==> src/rtl/rtc_pkg.sv <==
// Shared field indices, FSM states and field range limits for the RTC port sequencer.
package rtc_pkg;
    localparam int unsigned NUM_FIELDS = 6;

    localparam logic [3:0] OP_PORT_WRITE = 4'b0011;
    localparam logic [3:0] OP_NONE       = 4'b0000;

    localparam int unsigned SEC_MIN   = 0;
    localparam int unsigned SEC_MAX   = 59;
    localparam int unsigned MIN_MIN   = 0;
    localparam int unsigned MIN_MAX   = 59;
    localparam int unsigned HOUR_MIN  = 0;
    localparam int unsigned HOUR_MAX  = 23;
    localparam int unsigned DAY_MIN   = 1;
    localparam int unsigned MONTH_MIN = 1;
    localparam int unsigned MONTH_MAX = 12;
    localparam int unsigned YEAR_MIN  = 0;
    localparam int unsigned YEAR_MAX  = 9999;
    localparam int unsigned YEAR_RST  = 2000;

    typedef enum logic [2:0] {
        FLD_SEC   = 3'd0,
        FLD_MIN   = 3'd1,
        FLD_HOUR  = 3'd2,
        FLD_DAY   = 3'd3,
        FLD_MONTH = 3'd4,
        FLD_YEAR  = 3'd5
    } field_e;

    typedef enum logic [1:0] {
        ST_IDLE  = 2'd0,
        ST_REQ   = 2'd1,
        ST_WRITE = 2'd2
    } state_e;
endpackage

==> src/rtl/rtc_days_in_month.sv <==
// Combinational days-in-month lookup with the Gregorian leap-year rule.
module rtc_days_in_month #(
    parameter int unsigned data_size = 16
) (
    input  logic [data_size-1:0] i_month,
    input  logic [data_size-1:0] i_year,
    output logic [data_size-1:0] o_dim
);
    logic w_leap;

    always_comb begin
        w_leap = ((i_year % data_size'(4)) == '0) &&
                 (((i_year % data_size'(100)) != '0) || ((i_year % data_size'(400)) == '0));
        case (i_month)
            data_size'(2):  o_dim = w_leap ? data_size'(29) : data_size'(28);
            data_size'(4),
            data_size'(6),
            data_size'(9),
            data_size'(11): o_dim = data_size'(30);
            default:        o_dim = data_size'(31);
        endcase
    end
endmodule

==> src/rtl/rtc_port_sequencer.sv <==
// Real-time clock with software field writes; changed fields are pushed out
// over the MiscManager port bus one write per granted cycle, lowest index first.
module rtc_port_sequencer
    import rtc_pkg::*;
#(
    parameter int unsigned data_size     = 16,
    parameter int unsigned TICKS_PER_SEC = 100000
) (
    input  logic                 clk,
    input  logic                 rst,
    input  logic                 run,
    input  logic                 set_valid,
    input  logic [2:0]           set_field,
    input  logic [data_size-1:0] set_value,
    output logic                 set_err,
    output logic                 bus_req,
    input  logic                 bus_gnt,
    output logic                 cs,
    output logic [3:0]           op,
    output logic [data_size-1:0] port,
    output logic [data_size-1:0] data,
    output logic                 busy
);
    localparam int unsigned PW = (TICKS_PER_SEC > 1) ? $clog2(TICKS_PER_SEC) : 1;
    localparam logic [PW-1:0] TC = PW'(TICKS_PER_SEC - 1);

    logic [PW-1:0]         r_presc;
    logic [data_size-1:0]  r_field [NUM_FIELDS];
    logic [NUM_FIELDS-1:0] r_dirty;
    logic                  r_set_err;
    state_e                r_state;

    logic                  w_at_tc, w_tick, w_set_ok;
    logic                  w_c_min, w_c_hour, w_c_day, w_c_month, w_c_year;
    logic [data_size-1:0]  w_field_nxt [NUM_FIELDS];
    logic [NUM_FIELDS-1:0] w_dirty_set, w_clr, w_dirty_nxt;
    logic [data_size-1:0]  w_dim_cur, w_dim_new, w_month_new, w_year_new;
    logic [2:0]            w_wr_idx;
    logic                  w_wr;
    state_e                w_state_nxt;

    assign w_month_new = (set_field == FLD_MONTH) ? set_value : r_field[FLD_MONTH];
    assign w_year_new  = (set_field == FLD_YEAR)  ? set_value : r_field[FLD_YEAR];

    rtc_days_in_month #(.data_size(data_size)) u_dim_cur (
        .i_month (r_field[FLD_MONTH]),
        .i_year  (r_field[FLD_YEAR]),
        .o_dim   (w_dim_cur)
    );

    // Month length after a pending month/year set, used to clamp the day.
    rtc_days_in_month #(.data_size(data_size)) u_dim_new (
        .i_month (w_month_new),
        .i_year  (w_year_new),
        .o_dim   (w_dim_new)
    );

    // A set in the terminal-count cycle holds the prescaler, deferring the tick.
    assign w_at_tc = (r_presc == TC);
    assign w_tick  = run && w_at_tc && !set_valid;

    assign w_c_min   = (r_field[FLD_SEC] == data_size'(SEC_MAX));
    assign w_c_hour  = w_c_min && (r_field[FLD_MIN] == data_size'(MIN_MAX));
    assign w_c_day   = w_c_hour && (r_field[FLD_HOUR] == data_size'(HOUR_MAX));
    assign w_c_month = w_c_day && (r_field[FLD_DAY] >= w_dim_cur);
    assign w_c_year  = w_c_month && (r_field[FLD_MONTH] == data_size'(MONTH_MAX));

    // Field update: validated software set, else carry chain on a tick.
    always_comb begin
        for (int i = 0; i < NUM_FIELDS; i++) w_field_nxt[i] = r_field[i];
        w_dirty_set = '0;
        w_set_ok    = 1'b0;
        if (set_valid) begin
            case (set_field)
                FLD_SEC:   w_set_ok = (set_value <= data_size'(SEC_MAX));
                FLD_MIN:   w_set_ok = (set_value <= data_size'(MIN_MAX));
                FLD_HOUR:  w_set_ok = (set_value <= data_size'(HOUR_MAX));
                FLD_DAY:   w_set_ok = (set_value >= data_size'(DAY_MIN)) && (set_value <= w_dim_cur);
                FLD_MONTH: w_set_ok = (set_value >= data_size'(MONTH_MIN)) && (set_value <= data_size'(MONTH_MAX));
                FLD_YEAR:  w_set_ok = (set_value <= data_size'(YEAR_MAX));
                default:   w_set_ok = 1'b0;
            endcase
            if (w_set_ok) begin
                w_field_nxt[set_field] = set_value;
                w_dirty_set[set_field] = 1'b1;
                if (((set_field == FLD_MONTH) || (set_field == FLD_YEAR)) &&
                    (r_field[FLD_DAY] > w_dim_new)) begin
                    w_field_nxt[FLD_DAY] = w_dim_new;
                    w_dirty_set[FLD_DAY] = 1'b1;
                end
            end
        end else if (w_tick) begin
            w_field_nxt[FLD_SEC] = w_c_min ? data_size'(SEC_MIN) : r_field[FLD_SEC] + data_size'(1);
            w_dirty_set[FLD_SEC] = 1'b1;
            if (w_c_min) begin
                w_field_nxt[FLD_MIN] = w_c_hour ? data_size'(MIN_MIN) : r_field[FLD_MIN] + data_size'(1);
                w_dirty_set[FLD_MIN] = 1'b1;
            end
            if (w_c_hour) begin
                w_field_nxt[FLD_HOUR] = w_c_day ? data_size'(HOUR_MIN) : r_field[FLD_HOUR] + data_size'(1);
                w_dirty_set[FLD_HOUR] = 1'b1;
            end
            if (w_c_day) begin
                w_field_nxt[FLD_DAY] = w_c_month ? data_size'(DAY_MIN) : r_field[FLD_DAY] + data_size'(1);
                w_dirty_set[FLD_DAY] = 1'b1;
            end
            if (w_c_month) begin
                w_field_nxt[FLD_MONTH] = w_c_year ? data_size'(MONTH_MIN) : r_field[FLD_MONTH] + data_size'(1);
                w_dirty_set[FLD_MONTH] = 1'b1;
            end
            if (w_c_year) begin
                w_field_nxt[FLD_YEAR] = (r_field[FLD_YEAR] >= data_size'(YEAR_MAX)) ?
                                        data_size'(YEAR_MIN) : r_field[FLD_YEAR] + data_size'(1);
                w_dirty_set[FLD_YEAR] = 1'b1;
            end
        end
    end

    always_comb begin
        w_wr_idx = 3'd0;
        for (int i = NUM_FIELDS - 1; i >= 0; i--) begin
            if (r_dirty[i]) w_wr_idx = 3'(i);
        end
    end

    // Clearing the written bit and re-dirtying in the same cycle: re-dirty wins.
    assign w_wr        = (r_state == ST_WRITE) && bus_gnt && !rst && (r_dirty != '0);
    assign w_clr       = w_wr ? (NUM_FIELDS'(1) << w_wr_idx) : '0;
    assign w_dirty_nxt = (r_dirty & ~w_clr) | w_dirty_set;

    always_ff @(posedge clk) begin
        if (rst) begin
            r_presc            <= '0;
            r_field[FLD_SEC]   <= data_size'(SEC_MIN);
            r_field[FLD_MIN]   <= data_size'(MIN_MIN);
            r_field[FLD_HOUR]  <= data_size'(HOUR_MIN);
            r_field[FLD_DAY]   <= data_size'(DAY_MIN);
            r_field[FLD_MONTH] <= data_size'(MONTH_MIN);
            r_field[FLD_YEAR]  <= data_size'(YEAR_RST);
            r_dirty            <= '1;
            r_set_err          <= 1'b0;
        end else begin
            if (run && !(w_at_tc && set_valid)) r_presc <= w_at_tc ? '0 : r_presc + PW'(1);
            for (int i = 0; i < NUM_FIELDS; i++) r_field[i] <= w_field_nxt[i];
            r_dirty   <= w_dirty_nxt;
            r_set_err <= set_valid && !w_set_ok;
        end
    end

    always_ff @(posedge clk) begin
        if (rst) r_state <= ST_IDLE;
        else     r_state <= w_state_nxt;
    end

    always_comb begin
        w_state_nxt = r_state;
        case (r_state)
            ST_IDLE:  if (r_dirty != '0) w_state_nxt = ST_REQ;
            ST_REQ:   if (bus_gnt) w_state_nxt = ST_WRITE;
            ST_WRITE: begin
                if (!bus_gnt)               w_state_nxt = ST_REQ;
                else if (w_dirty_nxt == '0) w_state_nxt = ST_IDLE;
            end
            default:  w_state_nxt = ST_IDLE;
        endcase
    end

    // Bus outputs follow grant within the cycle; reset suppresses them at once.
    always_comb begin
        cs      = 1'b0;
        op      = OP_NONE;
        port    = '0;
        data    = '0;
        bus_req = !rst && (r_state != ST_IDLE);
        busy    = !rst && (r_state != ST_IDLE);
        if (w_wr) begin
            cs   = 1'b1;
            op   = OP_PORT_WRITE;
            port = data_size'(w_wr_idx);
            data = r_field[w_wr_idx];
        end
    end

    assign set_err = r_set_err;
endmodule
==> config.mk <==
export PLATFORM = sky130hd
export DESIGN_NAME = rtc_port_sequencer
export DESIGN_NICKNAME = d
export VERILOG_FILES = /design/src/rtl/rtc_pkg.sv /design/src/rtl/rtc_days_in_month.sv /design/src/rtl/rtc_port_sequencer.sv
export SDC_FILE = /design/constraint.sdc
export NUM_CORES = 1
export LEC_CHECK = 0
export BUFFER_PORTS_ARGS = -buffer_cell sky130_fd_sc_hd__buf_2
export CAP_MARGIN = 20
export CELL_PAD_IN_SITES_DETAIL_PLACEMENT = 0
export CELL_PAD_IN_SITES_GLOBAL_PLACEMENT = 1
export CORE_MARGIN = 2
export CORE_UTILIZATION = 42
export DETAILED_ROUTE_END_ITERATION = 10
export HOLD_SLACK_MARGIN = 0.15
export PLACE_DENSITY_LB_ADDON = 0.1
export SLEW_MARGIN = 10
export SYNTH_ARGS = -nofsm -noshare
export SYNTH_HDL_FRONTEND = slang
export SYNTH_SLANG_ARGS = --single-unit
==> constraint.sdc <==
create_clock -name clk -period 10.4 [get_ports clk]
set_input_delay 2.08 -clock clk [delete_from_list [all_inputs] [get_ports clk]]
set_output_delay 2.08 -clock clk [all_outputs]
set_load 0.01 [all_outputs]
# Word-level counts from Yosys, hierarchy flattened
# Memory sizes are Yosys's and may differ from the RTL's.
# Cells that the tools add are included.
dict set report word_totals {
  regBits 26
  latchBits 0
  ramBits 96
  romBits 0
  inputBits 24
  out_inout_bits 40
  word_cells 171
  mem_count 1
}
# memory depth word_bits read_ports rd_ports_with_merged_regs write_ports line_no
set mem_list {}
lappend mem_list {r_field 6 16 7 0 6 rtc_port_sequencer.sv:28} ;# logic [data_size-1:0] r_field [NUM_FIELDS];
dict set report op_classes {
  add_sub_neg 7
  multipliers 0
  n_div 4
  order_cmp 13
  n_eq_ne 25
  n_shift 1
  muxes 64
  n_bitwise 10
  reduce_logical 42
}
# cell count
set ops {}
lappend ops {{two-way mux 16 bit} 22}
lappend ops {{two-way mux 96 bit} 3}
lappend ops {{adder 16 x 1 -> 16 bit (second input constant)} 6}
lappend ops {{bitwise mux 96 bit} 1}
lappend ops {{equality test 16 x 4 -> 1 bit (second input constant)} 5}
lappend ops {{equality test 16 x 3 -> 1 bit (second input constant)} 4}
lappend ops {{logical NOT 16 bit} 4}
lappend ops {{case mux 16 bit (2 select lines)} 2}
lappend ops {{demux 16 bit (select 3 bit)} 1}
lappend ops {{equality test 16 x 2 -> 1 bit (second input constant)} 2}
lappend ops {{equality test 16 x 6 -> 1 bit (second input constant)} 2}
lappend ops {{modulo 16 x 7 -> 16 bit (second input constant)} 2}
lappend ops {{modulo 16 x 9 -> 16 bit (second input constant)} 2}
lappend ops {{nonzero test 16 bit} 2}
lappend ops {{two-way mux 6 bit} 4}
lappend ops {{two-way mux 3 bit} 7}
lappend ops {{logical AND 1 bit} 20}
lappend ops {{adder 17 x 1 -> 17 bit (second input constant)} 1}
lappend ops {{equality test 17 bit (second input constant)} 1}
lappend ops {{two-way mux 17 bit} 1}
lappend ops {{equality test 16 x 5 -> 1 bit (second input constant)} 1}
lappend ops {{greater-or-equal comparator 16 x 1 -> 1 bit (second input constant)} 1}
lappend ops {{greater-or-equal comparator 16 x 14 -> 1 bit (second input constant)} 1}
lappend ops {{greater-or-equal comparator 16 bit} 1}
lappend ops {{38 further kinds} 70}

# Longest topological paths before layout
dict set report logic_depth {
  word_depth 18
  depth_mapped 45
  mapped_depth_nobuf 37
}

# By module
# A second synthesis with hierarchy kept.
dict set report hier_totals {
  cells_unflattened 2055
  hier_area_um2 14586.5
}
# mod instances cells_per_inst area_per_inst_um2 seq_area_each_um2
set modules_own_cells {}
lappend modules_own_cells {rtc_port_sequencer 1 1397 10152.2 2442.3}
lappend modules_own_cells {rtc_days_in_month 2 329 2217.1 0.0}

# Least setup slack after synthesis
# No wires, ideal clock.
dict set report synth_path {
  kind {input -> register}
  startpoint {in set_value[14]}
  endpoint {mem r_field[3][2]}
  setup_ps 128
  arrival_ps 9792
  setup_slack_ps 480
  stages 39
  path_buffers 4
  path_cell_list {buf_2 -> or4_1 -> a21oi_1 -> o21ai_0 -> a211oi_2 -> nor2_1 -> o311ai_2 -> nand2_1 -> a221o_1 -> or3_4 -> a31o_2 -> o21ai_1 -> a31oi_1 -> a22oi_2 -> nand3_1 -> a22o_1 -> and2_1 -> buf_6 -> [... 3 more ...] -> a21boi_0 -> o2111ai_1 -> o21a_1 -> o221ai_1 -> a221oi_1 -> nor2_1 -> ha_1 -> and2_1 -> o311a_1 -> nor2_1 -> nor2_1 -> nand2_1 -> and3_1 -> clkbuf_1 -> clkbuf_1 -> o21ai_0 -> a22oi_1 -> nor2_1}
}
# element line_no
set synth_rtl {}
lappend synth_rtl {{from (decl)} rtc_port_sequencer.sv:14} ;# input logic [data_size-1:0] set_value,
lappend synth_rtl {{to (decl)} rtc_port_sequencer.sv:28}

==> qor.yml <==
global_routing:
  antenna_found_initial: 0
  grt_overflow: 0
  grt_max_degree: 57
  grt_pass1_vias: 14050
  grt_pass1_wl_um: 78580
  grtUsageTotal_pct: 29.45
drt:
  drtAntennaViolNets: 0
  drtIter0Drc: 1520
  wl_met3_um: 2770
  via_count: 15310
  wl_met1_um: 22180
  drtPass1Iterations: 5
  via_per_inst: 6.503
  maxUsedRoutingLayer: "met4"
  detail_route.wl_per_cell_um: 21.15
  finalWirelength_um: 49800
  drc: 0
  wl_met2_um: 23120
critical_path:
  crit_type: "in -> reg"
  worstReg2RegEnd: "r_state[1]"
  crit_path_start: "set_value[12]"
  critPathMaxFanout: 13
  r2r-start: "r_field[5][14]"
  end_kind: "flop"
  reg2reg_slack_ns: 0.78
  critPathArrivalTime_ns: 10.20
  cpMostUsedCell: "nor2_1"
  endpoint: "r_field[3][11]"
  startpoint_type: "input pin"
  worstPathRequired_ns: 10.69
  cpMaxStageDelayCell: "or4_1"
  cpPeakStageDelay_ns: 0.53
  r2r.worst_path.cells: 40
hold_path:
  worstHoldStart: "r_presc[1]"
  hp-class: "reg -> reg"
clock_network:
  cts_buffer_depth: 2
  clock_latency_ns: 0.43
  cts-htree-levels: 4
  cts_tree: "built"
  root_buffer: "clkbuf_16"
  path_clk_slew_ns: 0.06
  cts.sinks: 122
  numCtsBuffers: 17
cells_and_area:
  drive_gt1_share_pct: 15.01
  n_fill_cell: 3266
  fin_util_pct: 47.47
  synthToLayoutAreaGrowth_pct: 12.03
  nets: 1982
  finalInstanceArea_mm2: 0.01490
  diodes: 0
pwr:
  seq_power_share_pct: 29.3
  power_leakage_nw: 5.109
  powerDensity_mw_per_mm2: 107.8
  ir_drop_v: 0.0001154
  power.share.switching_pct: 34.29
  p_clk_share_pct: 40.1
  p_comb_share_pct: 30.6
  p_int_mw: 1.056
  p_sw_mw: 0.5509
  power_mw: 1.607
job:
  cap_violations: 0
logic_synthesis:
  ys_seq_area_share_pct: 18.36
  synth-seq-cells: 122
  ys.flop_type: "dfxtp_1"
  synthArstFlopShare_pct: 0
  ys.warnings.count: 0
  synth_cell_types: 125
  synth_edf_count: 0
  syn-cell-area_mm2: 0.01330
  syn_inst: 1924
  syn_area_per_cell_um2: 6.914
timing:
  fin_crit_sh_pct: 95.22
  hold_slack_ns: 0.4728
  finalSetupViolCount: 0
  slew_headroom_pct: 36.84
  fmax_ghz: 0.1010
  clock_skew_ns: 0.01095
  fin_crit_ns: 9.903
  max_slew.worst_pin.slew_ns: 0.9374
  drv_slew: 0
  hold_viol: 0
status:
  status: "finished clean"
die:
  die_h_um: 182.0
  start_util_pct: 42.38
  core_area_mm2: 0.03139
  io_pins: 64
  rows: 65
  dieArea_mm2: 0.03311
  die_w_um: 182.0
place:
  place_area_mm2: 0.01411
  routabilityCongestion: 0.9282
  dp_hpwl_um: 36340
  port_buffers: 48
[critical path, delay by kind of cell]
family	cells	cell delay (ns)
adders and majority gates	2	0.52
buffers and inverters	1	0.19
AOI/OAI and AO/OA	17	4.18
and+or+nand+nor	16	3.24
[placed cells by master (no fill, tap or decap), types with 11 or more instances in the layout]
cell         n
or3_1       17
and3_1      37
nor3b_1     11
nor3_1      47
nor2_1     216
o211ai_1    23
or4_1       15
o22ai_1     17
a311oi_1    20
clkbuf_16   17
buf_2       46
conb_1      15
nand2b_1    24
buf_4       96
nor4_1      28
nand3_1    110
o21ai_0    115
nand2_1    217
xnor2_1     19
mux2i_1     16
a21oi_1    109
ha_1        18
inv_1       47
a211oi_1    23
or2_2       12
o221ai_1    28
and2_1      21
a21o_1      15
dfxtp_1    116
o21ai_1     15
a31oi_1     27
xor2_1      20
nand4_1     23
a22oi_1     37
o31ai_1     13
nand3b_1    11
o32ai_1     26
[cell families after synthesis]
group / share of synthesized area, %
fa+ha+maj: 1.787
mux: 1.618
compound gates: 35.72
flops: 18.36
other cells: 0.02819
simple gates: 32.02
xor+xnor: 2.878
buf+inv: 7.590
[layer usage]
metal / track usage [%] / vias to the layer above
met5: 0 / -
met4: 11.52 / 0
met3: 3.430 / 96
met2: 48.05 / 536
met1: 39.73 / 7392
li1: - / 7284
[synthesized netlist by cell type (10+ instances only)]
| cell | n | area (um2) |
|---|---|---|
| nand3_1 | 110 | 550.5 |
| nor2b_1 | 11 | 68.82 |
| inv_1 | 47 | 176.4 |
| o221ai_1 | 28 | 245.2 |
| o31ai_1 | 13 | 97.59 |
| a311oi_1 | 21 | 183.9 |
| o22ai_1 | 18 | 112.6 |
| and3_1 | 37 | 231.5 |
| ha_1 | 19 | 237.7 |
| clkbuf_1 | 94 | 352.8 |
| a22o_1 | 10 | 87.58 |
| or4_1 | 15 | 112.6 |
| o21ai_1 | 16 | 80.08 |
| a211oi_1 | 24 | 180.2 |
| dfxtp_1 | 122 | 2442 |
| nand3b_1 | 11 | 82.58 |
| xnor2_1 | 20 | 175.2 |
| a21o_1 | 15 | 112.6 |
| a22oi_1 | 37 | 277.8 |
| buf_4 | 31 | 232.7 |
| nand4_1 | 23 | 143.9 |
| a31oi_1 | 29 | 181.4 |
| o32ai_1 | 26 | 227.7 |
| o211ai_1 | 23 | 172.7 |
| nor3_1 | 48 | 240.2 |
| a221oi_1 | 11 | 96.34 |
| and2_1 | 23 | 143.9 |
| mux2i_1 | 17 | 170.2 |
| nor4_1 | 29 | 181.4 |
| a21oi_1 | 109 | 545.5 |
| nor2_1 | 217 | 814.5 |
| o21ai_0 | 116 | 580.6 |
| nand2b_1 | 24 | 150.1 |
| or3_1 | 17 | 106.4 |
| buf_2 | 30 | 150.1 |
| or2_2 | 12 | 75.07 |
| xor2_1 | 20 | 175.2 |
| nor3b_1 | 11 | 82.58 |
| nand2_1 | 217 | 814.5 |
[per-stage QoR]
stage / setup TNS (ns) / std cells / worst slack, ns
2_1_floorplan: 0 / 1938 / 0.4804
3_3_place_gp: 0 / 2319 / 0.1054
4_1_cts: 0 / 2353 / 0.4166
3_5_place_dp: 0 / 2321 / 0.004246
6_report: 0 / 2354 / 0.4968
5_1_grt: -0.09522 / 2354 / -0.04629
[power groups by stage]
stage / registers [mW] / clock network, mW / logic (mW)
2_1_floorplan: 0.481 / 0 / 0.344
3_3_place_gp: 0.481 / 0 / 0.465
3_5_place_dp: 0.481 / 0 / 0.464
4_1_cts: 0.471 / 0.654 / 0.467
5_1_grt: 0.471 / 0.675 / 0.539
6_report: 0.471 / 0.644 / 0.492
[area by class of cell]
cell class                      count  area, um2  area share [%]
Multi-Input combinational cell   1600      10070           67.56
Sequential cell                   122       2450           16.44
Timing Repair Buffer              149       1070           7.178
Tap cell                          402      503.0           3.375
Clock buffer                       21      470.5           3.157
Inverter                           49      183.9           1.234
Clock inverter                     11      157.7           1.058
[worst min-delay path by stage]
stage,slack (ns),to,cells after the start
3_5_place_dp,0.47,r_presc[1],2
3_3_place_gp,0.46,r_presc[1],2
6_report,0.47,r_presc[1],2
2_1_floorplan,0.45,r_presc[1],2
4_1_cts,0.48,r_presc[1],2
5_1_grt,0.50,r_presc[1],2
[registers in the layout, indices dropped and copies added (netlist names)]
register  count
r_dirty       6
r_presc      17
r_field      96
r_state       2
set_err       1
[what timing repair did]
action,4_1_cts,5_1_grt
buffers inserted,0,1
gates resized for setup,0,34
endpoints found under the setup margin,0,20
hold buffers,0,0
Note: power is estimated with default switching activity, not from simulation.
